===== src/rtl/hash_result_scanner.sv =====
// Reads back NUM_NONCES SHA-256 digests written by the nonce hasher, compares each
// against a difficulty target, and reports the lowest winning nonce and the minimum digest.
module hash_result_scanner #(
    parameter int NUM_NONCES  = 16,
    parameter int WORD_STRIDE = 16
) (
    input  logic         clk,
    input  logic         reset,
    input  logic         start,
    input  logic [15:0]  base_addr,
    input  logic [255:0] target,
    output logic         mem_clk,
    output logic         mem_we,
    output logic [15:0]  mem_addr,
    input  logic [31:0]  mem_read_data,
    output logic         done,
    output logic         found,
    output logic [7:0]   found_nonce,
    output logic [7:0]   best_nonce,
    output logic [255:0] best_hash
);

    typedef enum logic [1:0] {IDLE, READ, CMP} state_t;

    localparam logic [15:0] STRIDE     = 16'(WORD_STRIDE);
    localparam logic [7:0]  LAST_NONCE = 8'(NUM_NONCES - 1);

    state_t        state;
    logic [7:0]    nonce;
    logic [15:0]   nonce_addr;
    logic [3:0]    phase;
    logic [255:0]  target_lat;
    logic [31:0]   h_p2 [0:7];
    logic [2:0]    slot;
    logic [255:0]  digest;

    assign mem_clk = clk;
    assign mem_we  = 1'b0;

    // phase counts edges since the word-0 issue; word (phase-2) lands on this edge
    assign slot   = phase[2:0] - 3'd2;
    assign digest = {h_p2[0], h_p2[1], h_p2[2], h_p2[3],
                     h_p2[4], h_p2[5], h_p2[6], h_p2[7]};

    // ---- stage p2: read data capture (data path, no reset) ----
    always_ff @(posedge clk) begin
        if (state == IDLE && start) begin
            target_lat <= target;
        end
        if (state == READ && phase >= 4'd2) begin
            h_p2[slot] <= mem_read_data;
        end
    end

    // ---- control: address issue, compare and result registers ----
    always_ff @(posedge clk or posedge reset) begin
        if (reset) begin
            state       <= IDLE;
            done        <= 1'b1;
            mem_addr    <= 16'd0;
            found       <= 1'b0;
            found_nonce <= 8'd0;
            best_nonce  <= 8'd0;
            best_hash   <= '1;
            nonce       <= 8'd0;
            nonce_addr  <= 16'd0;
            phase       <= 4'd0;
        end else begin
            case (state)
                IDLE: begin
                    if (start) begin
                        found       <= 1'b0;
                        found_nonce <= 8'd0;
                        best_nonce  <= 8'd0;
                        best_hash   <= '1;
                        nonce       <= 8'd0;
                        nonce_addr  <= base_addr;
                        mem_addr    <= base_addr;
                        phase       <= 4'd1;
                        done        <= 1'b0;
                        state       <= READ;
                    end
                end
                READ: begin
                    if (phase <= 4'd7) begin
                        mem_addr <= mem_addr + STRIDE;
                    end
                    if (phase == 4'd9) begin
                        state <= CMP;
                    end
                    phase <= phase + 4'd1;
                end
                CMP: begin
                    if (digest < target_lat && !found) begin
                        found       <= 1'b1;
                        found_nonce <= nonce;
                    end
                    // strict compare keeps the earlier nonce on ties
                    if (digest < best_hash) begin
                        best_hash  <= digest;
                        best_nonce <= nonce;
                    end
                    if (nonce == LAST_NONCE) begin
                        done  <= 1'b1;
                        state <= IDLE;
                    end else begin
                        nonce      <= nonce + 8'd1;
                        nonce_addr <= nonce_addr + 16'd1;
                        mem_addr   <= nonce_addr + 16'd1;
                        phase      <= 4'd1;
                        state      <= READ;
                    end
                end
                default: state <= IDLE;
            endcase
        end
    end

endmodule


===== config.mk =====
export PLATFORM = sky130hd
export DESIGN_NAME = hash_result_scanner
export DESIGN_NICKNAME = d
export VERILOG_FILES = /design/src/rtl/hash_result_scanner.sv
export SDC_FILE = /design/constraint.sdc
export NUM_CORES = 2
export LEC_CHECK = 0
export BUFFER_PORTS_ARGS = -buffer_cell sky130_fd_sc_hd__buf_2
export CORE_MARGIN = 4
export CORE_UTILIZATION = 58
export CTS_BUF_LIST = sky130_fd_sc_hd__clkbuf_4 sky130_fd_sc_hd__clkbuf_8 sky130_fd_sc_hd__clkbuf_16
export DETAILED_ROUTE_END_ITERATION = 12
export GPL_ROUTABILITY_DRIVEN = 0
export GPL_TIMING_DRIVEN = 1
export PLACE_DENSITY_LB_ADDON = 0.2
export SETUP_SLACK_MARGIN = 0.05
export SYNTH_ARGS = -nofsm -noshare
export SYNTH_HDL_FRONTEND = slang
export SYNTH_SLANG_ARGS = --single-unit

===== constraint.sdc =====
create_clock -name clk -period 11.7 [get_ports clk]
set_clock_uncertainty 0.1 [all_clocks]
set_input_delay 1.755 -clock clk [delete_from_list [all_inputs] [get_ports clk]]
set_output_delay 1.755 -clock clk [all_outputs]
set_load 0.03 [all_outputs]

==> run_results.csv <==
group,metric,value,unit
global_routing,grt.overflow.total,0,
routing,drc,0,
outcome,status,"complete, no violations",
synthesis,synth_edf_count,512,
global_routing,grt_max_degree,119,
sta,setup_ws,3.59,ns
synthesis,muxShareOfSynthArea,0.379,%
routing,wl_per_cell,25.4,µm
synthesis,synth_xor_area_share,0.622,%
synthesis,yosys.area.top_type,"edfxtp_1",
placed_design,placed_area,46100,µm²
synthesis,ys_async_sr_fraction,38.5,%
clock_network,clk-insertion-delay-late,0.77,ns
sta,hold_viol_final,0,
synthesis,synth_cell_types,71,
synthesis,synth_top_area_share,36.4,%
routing,vias_per_cell,6.09,
setup_path,crit_path_max_fanout,2,
floorplanning,rows,98,
global_routing,grt_pass1_vias,30900,
clock_network,clk_pin_slew,0.06,ns
sta,drv_slew,0,
power,power.leakage,22.8,nW
synthesis,ys_warn_count,0,
floorplanning,die_h,278,µm
synthesis,synth-compound-area-share,13.8,%
setup_path,crit_required,9.85,ns
finish,seq_area,23700,µm²
routing,ant_nets,0,
sta,totalNegativeSetupSlack,0,ns
synthesis,syn-cell-area,42200,µm²
finish,drive_above_1_share,25.6,%
min_path,hp-class,"flip-flop to flip-flop",
finish,fill_cells,5365,
synthesis,ys.flop_type,"edfxtp_1",
routing,drtIter0Drc,3404,
synthesis,ys_top_cells_by_area,"edfxtp_1 (36%), dfstp_2 (16%), ha_1 (15%)",
sta,tightestPinTransition,1.22,ns
synthesis,yosysMostFrequentCell,"inv_1",
placed_design,dp_hpwl,91400,µm
setup_path,crit_arrival,6.26,ns
finish,multi_input_area,15900,µm²
global_routing,antenna_found_initial,26,
floorplanning,dieArea,77200,µm²
sta,rsz0062_at_grt,"false",
global_routing,grt_first_pass_wirelength,192000,µm
floorplanning,initial_utilization,58.7,%
clock_network,cts_hold_buf,0,
synthesis,synthesis.nets,4333,
synthesis,syn_area_per_cell,12.0,µm²
floorplanning,die_x,278,µm
synthesis,synth_seq_cells,832,
job,drv_cap,0,
placed_design,port_buffers,597,
floorplanning,core_area,71900,µm²
clock_network,cts_resized,0,
routing,routed_wl,131000,µm
synthesis,syn_inst,3506,
synthesis,synthSimpleGateAreaFrac,7.32,%
sta,slew_headroom,18.8,%
floorplanning,pin_count,599,
clock_network,cts_tree,"done",
routing,dr.pass1.iters,7,
power,peakVddDrop,0.200,mV
routing,vias,31400,
setup_path,crit_path_end_kind,"output pin",
placed_design,pre_cts_ws,3.84,ns
finish,final_util,68.6,%
synthesis,synthAdderAreaFrac,15.4,%
synthesis,yosys-top-cells-count,"inv_1 (538), ha_1 (520), edfxtp_1 (512)",
setup_path,start_kind,"clock port",
finish,layout.nets,4926,
power,p_per_area,205,nW/µm²
clock_network,cts_setup_buffers,0,
finish,area_growth,16.7,%
finish,fin_area,49300,µm²
sta,finalSetupViolations,0,
synthesis,synth_top_family_by_area,"adder cells",
synthesis,seq_area_frac_synth,56.2,%
global_routing,grt.total_usage,33.1,%
setup_path,setup.worst_path.class,"clock port to output pin",
-- per-layer routing --
metal	routed length [µm]	track usage (%)	share of wire (%)
met1	48900	42.4	37
met2	60300	52.3	46
met3	14600	8.87	11
met4	7300	16.5	5.6
met5	86	0	0.066
-- cell families (layout without fill, tap and decap cells) --
family / after synthesis / after routing
buffers and inverters: 663 / 1333
DFF: 832 / 832
other: 1 / 34
AOI/OAI and AO/OA: 820 / 820
xor gates and xnor gates: 30 / 30
adders and majority gates: 520 / 520
muxes: 16 / 16
and+or+nand+nor: 624 / 624
-- sequential cells by signal (all words and copies together) (netlist names) --
name and cells:
h_p2 256, nonce 8, phase 4, mem_addr 16, nonce_addr 16, found_nonce 8
done 1, found 1, best_nonce 8, best_hash 256, state 2, target_lat 256
-- final timing paths --
check	startpoint	end	slack [ns]	cells past startpoint
max	clk	mem_clk	3.59	3
min	best_hash[0]$_DFFE_PP1P_	best_hash[0]$_DFFE_PP1P_	0.42	2
max reg2reg	state[0]$_DFFE_PP0P_	best_hash[218]$_DFFE_PP1P_	6.39	12
min reg2reg	best_hash[0]$_DFFE_PP1P_	best_hash[0]$_DFFE_PP1P_	0.42	2
max in group asynchronous	reset	found_nonce[7]$_DFFE_PP0P_	7.88	4
min in group asynchronous	reset	mem_addr[11]$_DFFE_PP0P_	1.15	2
-- cell type report --
cell class,count,area share [%]
multi-input combinational,2011,32.4
inverter,538,4.12
clock buffer,136,5.59
timing repair buffer,623,6.47
clock inverter,36,0.762
sequential,832,48.1
tap,950,2.41
antenna,33,0.168
-- critical path, stage by stage --
cell and delay [ns]:
clkbuf_16 0.12, clkbuf_16 0.13, buf_2 0.16
-- stage by stage --
step / hold slack (ns) / power, W / std cells
finish: 0.417 / 0.0101 / 5159
global route: 0.447 / 0.0106 / 5129
CTS: 0.421 / 0.0101 / 5126
detailed placement: 0.411 / 0.00712 / 4955
global placement: 0.397 / 0.00703 / 4955
floorplan: 0.391 / 0.00623 / 3506
-- report_power, final --
part / internal [W] / total [W] / switching, W
clock: 0.00177 / 0.00298 / 0.00121
sequential: 0.00381 / 0.00413 / 0.000323
combinational: 0.000903 / 0.00297 / 0.00206
-- cell usage in the layout, fill, tap and decap left out, drive strengths merged, types with 12 or more instances in the layout --
cell type,count
nor3,33
o211ai,139
o21ai,119
clkbuf,135
o32a,149
nor2,94
ha,520
a211oi,31
o21a,16
a21oi,187
nand4,91
diode,33
inv,541
a21o,87
and3,14
nand2,157
dfrtp,63
xnor2,12
o221ai,14
dfstp,257
nor2b,12
edfxtp,512
xor2,18
mux2i,16
nand3,169
nor4,21
buf,624
clkinv,26
No activity file was read; power rests on OpenSTA's default activity.
